$ cat src/rtl/synth_pkg.sv
// Shared voice-block definitions: envelope state encoding, level helpers
// and the rate encoding used by every per-voice stage.
package synth_pkg;

  // Envelope stage encoding (3-bit)
  typedef enum logic [2:0] {
    ST_IDLE    = 3'd0,
    ST_ATTACK  = 3'd1,
    ST_DECAY   = 3'd2,
    ST_SUSTAIN = 3'd3,
    ST_RELEASE = 3'd4
  } adsr_state_e;

  // Rate encoding shared by voice blocks: a rate value R moves the level by
  // one step every R+1 clock cycles, so R = 0 steps on every cycle.

  // Silence point of an offset-binary sample of the given width
  function automatic int unsigned mid_of(input int unsigned width);
    return 32'd1 << (width - 32'd1);
  endfunction

  // Full-scale level of an unsigned value of the given width
  function automatic int unsigned max_of(input int unsigned width);
    return (32'd1 << width) - 32'd1;
  endfunction

endpackage

$ cat src/rtl/vca_scale.sv
// Voltage-controlled amplifier: scales an offset-binary sample by an
// unsigned level around the silence midpoint, registered output.
module vca_scale
  import synth_pkg::*;
#(
  parameter int WAVE_DEPTH = 8,
  parameter int ENV_DEPTH  = 8
) (
  input  logic                  i_clk,
  input  logic                  i_rst,
  input  logic [WAVE_DEPTH-1:0] i_wave,
  input  logic [ENV_DEPTH-1:0]  i_level,
  output logic [WAVE_DEPTH-1:0] o_out
);

  localparam int unsigned           MID_U  = mid_of(WAVE_DEPTH);
  localparam logic [WAVE_DEPTH-1:0] MID    = MID_U[WAVE_DEPTH-1:0];
  localparam int                    PROD_W = WAVE_DEPTH + ENV_DEPTH + 1;

  // Floor division by 2^ENV_DEPTH; the scaled value always fits back into
  // WAVE_DEPTH bits, so the low bits carry the full signed result.
  function automatic logic [WAVE_DEPTH-1:0] scale_floor(input logic signed [PROD_W-1:0] prod);
    logic signed [PROD_W-1:0] shifted;
    shifted = prod >>> ENV_DEPTH;
    return shifted[WAVE_DEPTH-1:0];
  endfunction

  logic signed [WAVE_DEPTH:0]   w_diff;
  logic signed [PROD_W-1:0]     w_diff_x;
  logic signed [PROD_W-1:0]     w_level_x;
  logic signed [PROD_W-1:0]     w_prod;
  logic        [WAVE_DEPTH-1:0] r_out_p1;

  assign w_diff    = $signed({1'b0, i_wave}) - $signed({1'b0, MID});
  assign w_diff_x  = {{ENV_DEPTH{w_diff[WAVE_DEPTH]}}, w_diff};
  assign w_level_x = $signed({{(WAVE_DEPTH + 1){1'b0}}, i_level});
  assign w_prod    = w_diff_x * w_level_x;

  // Output register: silence on reset, scaled sample otherwise
  always_ff @(posedge i_clk) begin
    if (i_rst) r_out_p1 <= MID;
    else       r_out_p1 <= MID + scale_floor(w_prod);
  end

  assign o_out = r_out_p1;

endmodule

$ cat src/rtl/adsr_vca.sv
// Per-voice ADSR envelope generator driving a VCA on the wave generator's
// offset-binary output. Build option ADSR_HARD_RETRIGGER_EN: a new note
// during release restarts the attack from zero instead of the current level.
module adsr_vca
  import synth_pkg::*;
#(
  parameter int WAVE_DEPTH = 8,
  parameter int ENV_DEPTH  = 8,
  parameter int RATE_WIDTH = 8
) (
  input  logic                  Clock,
  input  logic                  Reset,
  input  logic                  Gate,
  input  logic [RATE_WIDTH-1:0] Attack,
  input  logic [RATE_WIDTH-1:0] Decay,
  input  logic [ENV_DEPTH-1:0]  Sustain,
  input  logic [RATE_WIDTH-1:0] Release,
  input  logic [WAVE_DEPTH-1:0] Waveform,
  output logic [ENV_DEPTH-1:0]  Envelope,
  output logic [WAVE_DEPTH-1:0] Out,
  output logic                  Active
);

  localparam int unsigned          ENV_MAX_U = max_of(ENV_DEPTH);
  localparam logic [ENV_DEPTH-1:0] ENV_MAX   = ENV_MAX_U[ENV_DEPTH-1:0];

  function automatic logic [ENV_DEPTH-1:0] sat_inc(input logic [ENV_DEPTH-1:0] v);
    return (v == ENV_MAX) ? v : v + 1'b1;
  endfunction

  function automatic logic [ENV_DEPTH-1:0] sat_dec(input logic [ENV_DEPTH-1:0] v);
    return (v == '0) ? v : v - 1'b1;
  endfunction

  adsr_state_e           r_state;
  adsr_state_e           w_state_nxt;
  logic                  r_gate_q;
  logic [RATE_WIDTH-1:0] r_presc;
  logic [RATE_WIDTH-1:0] w_presc_nxt;
  logic [RATE_WIDTH-1:0] w_rate;
  logic [ENV_DEPTH-1:0]  r_env;
  logic [ENV_DEPTH-1:0]  w_env_nxt;
  logic [ENV_DEPTH-1:0]  w_env_inc;
  logic                  w_rise;
  logic                  w_tick;

  assign w_rise    = Gate & ~r_gate_q;
  assign w_env_inc = sat_inc(r_env);

  // Stage rate select; idle and sustain never use the tick
  always_comb begin
    w_rate = '0;
    case (r_state)
      ST_ATTACK:  w_rate = Attack;
      ST_DECAY:   w_rate = Decay;
      ST_RELEASE: w_rate = Release;
      default:    w_rate = '0;
    endcase
  end

  assign w_tick = (r_presc == w_rate);

  // Next-state and next-level logic; a released gate outranks level compares
  always_comb begin
    w_state_nxt = r_state;
    w_env_nxt   = r_env;
    case (r_state)
      ST_IDLE: begin
        w_env_nxt = '0;
        if (w_rise) w_state_nxt = ST_ATTACK;
      end
      ST_ATTACK: begin
        if (!Gate) begin
          w_state_nxt = ST_RELEASE;
        end else if (w_tick) begin
          w_env_nxt = w_env_inc;
          if (w_env_inc == ENV_MAX) w_state_nxt = ST_DECAY;
        end
      end
      ST_DECAY: begin
        if (!Gate) begin
          w_state_nxt = ST_RELEASE;
        end else if (r_env <= Sustain) begin
          w_env_nxt   = Sustain;
          w_state_nxt = ST_SUSTAIN;
        end else if (w_tick) begin
          w_env_nxt = sat_dec(r_env);
        end
      end
      ST_SUSTAIN: begin
        if (!Gate) w_state_nxt = ST_RELEASE;
        else       w_env_nxt   = Sustain;
      end
      ST_RELEASE: begin
        if (w_rise) begin
          w_state_nxt = ST_ATTACK;
`ifdef ADSR_HARD_RETRIGGER_EN
          w_env_nxt   = '0;
`else
          w_env_nxt   = r_env;
`endif
        end else if (r_env == '0) begin
          w_state_nxt = ST_IDLE;
        end else if (w_tick) begin
          w_env_nxt = sat_dec(r_env);
        end
      end
      default: begin
        w_state_nxt = ST_IDLE;
        w_env_nxt   = '0;
      end
    endcase
  end

  // Prescaler restarts on every stage change and after each tick
  always_comb begin
    w_presc_nxt = r_presc + 1'b1;
    if (w_state_nxt != r_state || w_tick) w_presc_nxt = '0;
  end

  // State, gate history, prescaler and level registers
  always_ff @(posedge Clock) begin
    if (Reset) begin
      r_state  <= ST_IDLE;
      r_gate_q <= 1'b0;
      r_presc  <= '0;
      r_env    <= '0;
    end else begin
      r_state  <= w_state_nxt;
      r_gate_q <= Gate;
      r_presc  <= w_presc_nxt;
      r_env    <= w_env_nxt;
    end
  end

  vca_scale #(
    .WAVE_DEPTH(WAVE_DEPTH),
    .ENV_DEPTH (ENV_DEPTH)
  ) u_vca (
    .i_clk  (Clock),
    .i_rst  (Reset),
    .i_wave (Waveform),
    .i_level(r_env),
    .o_out  (Out)
  );

  assign Envelope = r_env;
  assign Active   = (r_state != ST_IDLE);

endmodule

$ cat config.mk
export PLATFORM = sky130hd
export DESIGN_NAME = adsr_vca
export DESIGN_NICKNAME = d
export VERILOG_FILES = /design/src/rtl/synth_pkg.sv /design/src/rtl/vca_scale.sv /design/src/rtl/adsr_vca.sv
export SDC_FILE = /design/constraint.sdc
export NUM_CORES = 1
export LEC_CHECK = 0
export ABC_AREA = 1
export CAP_MARGIN = 20
export CORE_MARGIN = 10
export CORE_UTILIZATION = 40
export DETAILED_ROUTE_END_ITERATION = 6
export PLACE_DENSITY_LB_ADDON = 0.12
export SYNTH_ARGS = -nofsm -noshare
export SYNTH_HDL_FRONTEND = slang
export SYNTH_SLANG_ARGS = --single-unit
export TNS_END_PERCENT = 100
$ cat constraint.sdc
create_clock -name Clock -period 8.8 [get_ports Clock]
set_input_delay 0.88 -clock Clock [delete_from_list [all_inputs] [get_ports Clock]]
set_output_delay 0.88 -clock Clock [all_outputs]
set_load 0.03 [all_outputs]
==> out/metrics.yaml, run 1 <==
clock_tree:
  clkTransAtPathRegs_ns: 0.07
  cts_resized: 0
  cts_setup_buffers: 0
  cts_root_buf: "clkbuf_16"
  clkSinkCount: 28
  clk_latency_ns: 0.27
  cts_inserted_buffers: 3
  cts_buffer_depth: 2
  cts_tree: "done"
  cts_htree_levels: 1
  cts_hold_buf: 0
sta:
  min_period_over_period_pct: 59.8
  setup_tns_ns: 0
  fin_crit_ns: 5.26
  slew_viol_final: 0
  finalHoldViolCount: 0
  rsz0062_at_grt: "false"
  tightest_slew_ns: 0.830
  timing.fmax_mhz: 190
  fin_worst_skew_ns: 0.00284
  fin_ws_ns: 3.54
  slew_headroom_pct: 44.6
  finalSetupViolations: 0
pwr:
  vdd_drop_max_v: 0.0000860
  p_per_area_nw_per_um2: 133
  p_leak_nw: 2.79
  power_mw: 0.710
cells_and_area:
  area_growth_pct: 17.3
  finalCoreUtilization_pct: 48.5
  antenna_cells: 0
  drive_gt1_share_pct: 4.36
  final_cells: 851
  nNetsFinal: 844
critical_path:
  cp.required_ns: 8.99
  cp_max_fo: 7
  reg2reg_slack_ns: 3.72
  crit_buf_inv: 5
  slowest_delay_ns: 0.55
  cp-start-kind: "input pin"
  worstPathCellList: "clkdlybuf4s50_1 -> nor2_1 -> inv_1 -> fa_1 -> inv_1 -> fa_1 -> inv_1 -> fa_1 -> inv_1 -> fa_1 -> ha_1 -> a21oi_1 -> o21ai_0 -> nor2_1 -> o21bai_1 -> nand2_1 -> nand2_1 -> nand2_1 -> nand2_1 -> nand2_1 -> nand2_1 -> a21oi_1"
  r2r_end: "u_vca.o_out[5]"
  crit_slowest_cell: "fa_1"
  ff2ff_path_depth: 22
  crit_family: "adder cells"
  crit_path_end_kind: "flop"
  path_class: "input pin to flop"
  r2r-start: "Envelope[0]"
  arrival_ns: 5.45
  crit_start: "Waveform[7]"
  cp_common_cell: "nand2_1"
logic_synthesis:
  syn_nets: 798
  synthFlopType: "dfxtp_1"
  syn_area_sq_um: 4540
  yosysMostFrequentCell: "nand2_1"
  synthArstFlopShare_pct: 0
  synth.ff_latch_count: 28
  synth.distinct_cells: 38
  yosysTopAreaCell: "fa_1"
  synth.avg_cell_area_sq_um: 6.82
  yosys-top-cells-count: "nand2_1, inv_1, nor2_1, fa_1, nand3_1"
  synth_top_area_share_pct: 22.5
  yosysWarnings: 0
  seq_area_frac_synth_pct: 12.3
  yosys-top-cells-area: "fa_1, nand2_1, inv_1"
  synthesis.instances: 666
  synth_edf_count: 0
placed_design:
  place_congestion: 0.890
  port_buffers: 59
  dpl.cell_count: 847
  dp_slack_ns: 3.27
  dp_hpwl_mm: 10.2
global_routing:
  grt_pass1_vias: 4434
  overflow: 0
  globalRouteTotalUtil_pct: 15.5
  grt_pass1_wl_mm: 21.2
  antenna_found_initial: 0
  grt_max_degree: 18
die:
  dieArea_sq_um: 16000
  die_h_um: 127
  floorplan.rows: 38
  start_util_pct: 41.4
  fp.dieW_um: 127
  ios: 60
  core-area_sq_um: 11000
detailed_routing:
  drt-vias-per-instance: 4.89
  dr.pass1.iters: 4
  drtIter0Drc: 198
  drt_wl_total_mm: 12.3
  via_count: 4164
  drcViolationCount: 0
  ant_nets: 0
  wire_per_inst_um: 14.5
hold_path:
  min_from: "r_presc[0]"
  min_path_cells: 1
  hp-class: "flop to flop"
  hold-path-endpoint: "r_presc[0]"
job:
  drv_cap: 0
outcome:
  status: "finished clean"
==> area by class of cell <==
type	instances	area, sq um
Fill cell	1135	5660
Multi-Input combinational cell	465	3310
Timing Repair Buffer	60	598
Inverter	154	581
Sequential cell	28	561
Tap cell	140	175
Clock buffer	3	75.1
Clock inverter	1	30.0
==> cell families (layout without fill, tap and decap cells) <==
family	count (synthesis)	count (layout)	synth area share, %
simple gates	300	300	29.3
xor+xnor	19	19	3.66
compound gates	57	57	6.91
flops	28	28	12.3
fa+ha+maj	89	89	32.9
buf+inv	173	218	14.8
==> state kept, by name, indices dropped and copies added (netlist names) <==
| register | cells |
|---|---|
| Envelope | 8 |
| r_gate_q | 1 |
| r_presc | 8 |
| u_vca.o_out | 8 |
| r_state | 3 |
==> metal layers <==
metal	up-vias	GRT usage, %	wire, um
met5	-	0	0
met3	6	2.79	802
met1	1940	19.7	5360
met2	108	27.5	6100
met4	0	2.01	78
li1	2110	-	-
==> through the flow <==
stage	cell area (sq um)	hold WS [ns]
floorplan	4540	0.430
global placement	5220	0.449
detailed placement	5220	0.460
CTS	5330	0.478
global route	5330	0.510
finish	5330	0.474
==> placed cells by master (no fill, tap or decap), types with 6 or more instances in the layout <==
cell type	Yosys	final
a21oi_1	28	28
nand2_2	7	7
nand3_1	42	42
nor3_1	6	6
nor2_1	54	54
fa_1	51	51
ha_1	38	38
xor2_1	13	13
inv_1	151	151
nand4_1	15	15
o21ai_0	18	18
xnor2_1	6	6
dfxtp_1	28	28
clkdlybuf4s50_1	0	59
nand2_1	162	162
==> power breakdown <==
group	switching (mW)	leakage, nW	internal [mW]
logic	0.240	2.51	0.157
registers	0.0276	0.229	0.146
clock network	0.0487	0.0511	0.0908
==> how the worst max path moves through the flow <==
stage,to,slack (ns),cells past startpoint
after detailed placement,u_vca.o_out[5],3.27,21
final,u_vca.o_out[5],3.54,22
after global placement,u_vca.o_out[4],3.43,22
after global routing,u_vca.o_out[5],3.20,21
after CTS,u_vca.o_out[5],3.53,21
after floorplan,u_vca.o_out[4],4.08,23
Note: power is estimated with default switching activity, not from simulation.
==> run 2, diff against run 1 <==
==> constraint.sdc (replaced) <==
create_clock -name Clock -period 4.5 [get_ports Clock]
set_input_delay 0.45 -clock Clock [delete_from_list [all_inputs] [get_ports Clock]]
set_output_delay 0.45 -clock Clock [all_outputs]
set_load 0.03 [all_outputs]
==> run 2 against run 1 <==
Global-route usage down 0.070 points. Total power up 110%. Setup slack got worse by 3.3 ns. Clock power up 58%. Clock skew grew 0.0036 ns. Register-to-register slack lost 3.4 ns. Critical path depth decreased by 1. Die area unchanged. Final cell count increased by 5.5%. First-iteration DRC count grew 19%. Wire length is 0.60% higher. Largest cell class unchanged.
==> out/metrics.yaml, run 2 (synthesis results as in run 1) <==
cells_and_area:
  final_area_sq_um: 5750
  nNetsFinal: 891
  layout_commonest_cell: "nand2_1"
  mostFrequentLayoutCells: "nand2_1, inv_1, clkdlybuf4s50_1"
  fillers: 1121
  antenna_cells: 0
  drive_gt1_share_pct: 12.8
  area_growth_pct: 26.6
placed_design:
  place_congestion: 0.880
  dp_slack_ns: -0.336
  dp_hpwl_mm: 10.6
  port_buffers: 59
  placed_area_sq_um: 5570
global_routing:
  grt_pass1_wl_mm: 21.1
  grt_pass1_vias: 4483
  top_usage_layer: "met2"
  overflow: 0
  antenna_found_initial: 0
  use_met3_pct: 2.75
  grt_max_degree: 16
  grtUsageMet1_pct: 19.9
  globalRouteTotalUtil_pct: 15.5
  grt_use_met2_pct: 26.8
detailed_routing:
  wire_per_inst_um: 13.8
  drt-vias-per-instance: 4.77
  via_count: 4281
  drcViolationCount: 0
  ant_nets: 0
  drtIter0Drc: 236
  drt_wl_total_mm: 12.4
  dr.pass1.iters: 4
sta:
  fin_worst_skew_ns: 0.00647
  setup_tns_ns: 0
  slew_viol_final: 0
  fin_crit_ns: 4.21
  fin_ws_ns: 0.287
  tightest_slew_ns: 0.554
  finalHoldViolCount: 0
  timing.fmax_mhz: 237
  min_period_over_period_pct: 93.6
  slew_headroom_pct: 63.0
  rsz0062_at_grt: "false"
  finalSetupViolations: 0
  fin_hold_ws_ns: 0.470
clock_tree:
  cts_tree: "done"
  cts_htree_levels: 1
  cts_root_buf: "clkbuf_16"
  cts_hold_buf: 0
  cts_buffer_depth: 2
  clkTransAtPathRegs_ns: 0.07
  clk_latency_ns: 0.26
  clkSinkCount: 28
  cts_inserted_buffers: 3
die:
  start_util_pct: 41.4
  floorplan.rows: 38
  die_h_um: 127
  fp.dieW_um: 127
  core-area_sq_um: 11000
  ios: 60
  dieArea_sq_um: 16000
hold_path:
  min_from: "r_presc[0]"
  hp-class: "flop to flop"
pwr:
  power_mw: 1.46
  p_int_mw: 0.825
  clockPowerShare_pct: 15.0
  p_per_area_nw_per_um2: 254
  p_sw_share_pct: 43.5
  p_switching_mw: 0.636
  p_leak_nw: 3.06
  vdd_drop_max_v: 0.000176
  power_frac_comb_pct: 63.3
  power.share.sequential_pct: 21.7
critical_path:
  arrival_ns: 4.41
  crit_start: "Waveform[1]"
  crit_path_end_kind: "flop"
  cp-start-kind: "input pin"
  cp_max_fo: 4
  cp.required_ns: 4.70
  worstPathCellList: "clkdlybuf4s50_1 -> nand2_1 -> inv_1 -> ha_1 -> inv_1 -> fa_1 -> inv_1 -> fa_1 -> inv_1 -> fa_1 -> inv_1 -> ha_4 -> nand2_1 -> o21ai_2 -> nor2_2 -> o21bai_2 -> buf_4 -> nand4_1 -> nand2_1 -> o21ai_1 -> a21oi_1"
  cp_common_cell: "inv_1"
  path_class: "input pin to flop"
  slowest_delay_ns: 0.53
  r2r-start: "Envelope[2]"
  crit_slowest_cell: "fa_1"
outcome:
  status: "finished clean"
job:
  drv_cap: 0
[run 2: cell types whose count changed in the layout (fill, tap and decap cells not counted), moves of 4 or more]
cell and delta:
buf_4 +47, clkdlybuf4s50_1 -6, dlymetal6s2s_1 +4, nand2_1 -5, nand2_2 +5, nor2_1 -5
nor2_2 +5
[run 2: cell type report]
type | instances | area [sq um] | share of cell area, %
Clock buffer | 4 | 88.8 | 1.54
Inverter | 154 | 581 | 10.1
Multi-Input combinational cell | 465 | 3380 | 58.9
Sequential cell | 28 | 563 | 9.79
Tap cell | 140 | 175 | 3.05
Timing Repair Buffer | 107 | 958 | 16.7
[run 2: timing repair]
item | in CTS | in global routing
pin swaps | 4 | 8
gates resized for setup | 6 | 19
setup buffers | 1 | 0
setup endpoints to repair | 2 | 6
[run 2: final timing paths]
kind | cells after the start | slack, ns | endpoint
setup / recovery | 21 | 0.29 | u_vca.o_out[6]
hold / removal | 1 | 0.47 | r_presc[0]
setup reg to reg | 16 | 0.31 | u_vca.o_out[7]
hold reg to reg | 1 | 0.47 | r_presc[0]
[run 2: worst max-delay path, delay by kind of cell]
kind,cells,cell delay [ns]
buffers and inverters,7,0.91
AOI/OAI and AO/OA,4,0.48
adders and majority gates,5,2.13
and+or+nand+nor,5,0.43
[run 2: power groups by stage]
stage	Sequential, mW	Combinational [mW]	Clock [mW]
final	0.317	0.925	0.219
after global routing	0.321	1.06	0.234
after CTS	0.317	0.922	0.226
after detailed placement	0.321	0.898	0
after global placement	0.323	0.888	0
after floorplan	0.380	0.496	0
[run 2: through the flow]
stage	util [%]	cells
after CTS	51.9	898
after global routing	52.4	898
after global placement	50.7	893
after detailed placement	50.7	893
after floorplan	-	666
final	52.4	898
[run 2: routing by layer]
metal  part of all wire [%]  vias up  routed length [um]
met5                      0        -                   0
met4                   0.48        0                  60
met3                    4.7        6                 588
met2                     49       83                6060
met1                     46     1980                5700
li1                       -     2212                   -
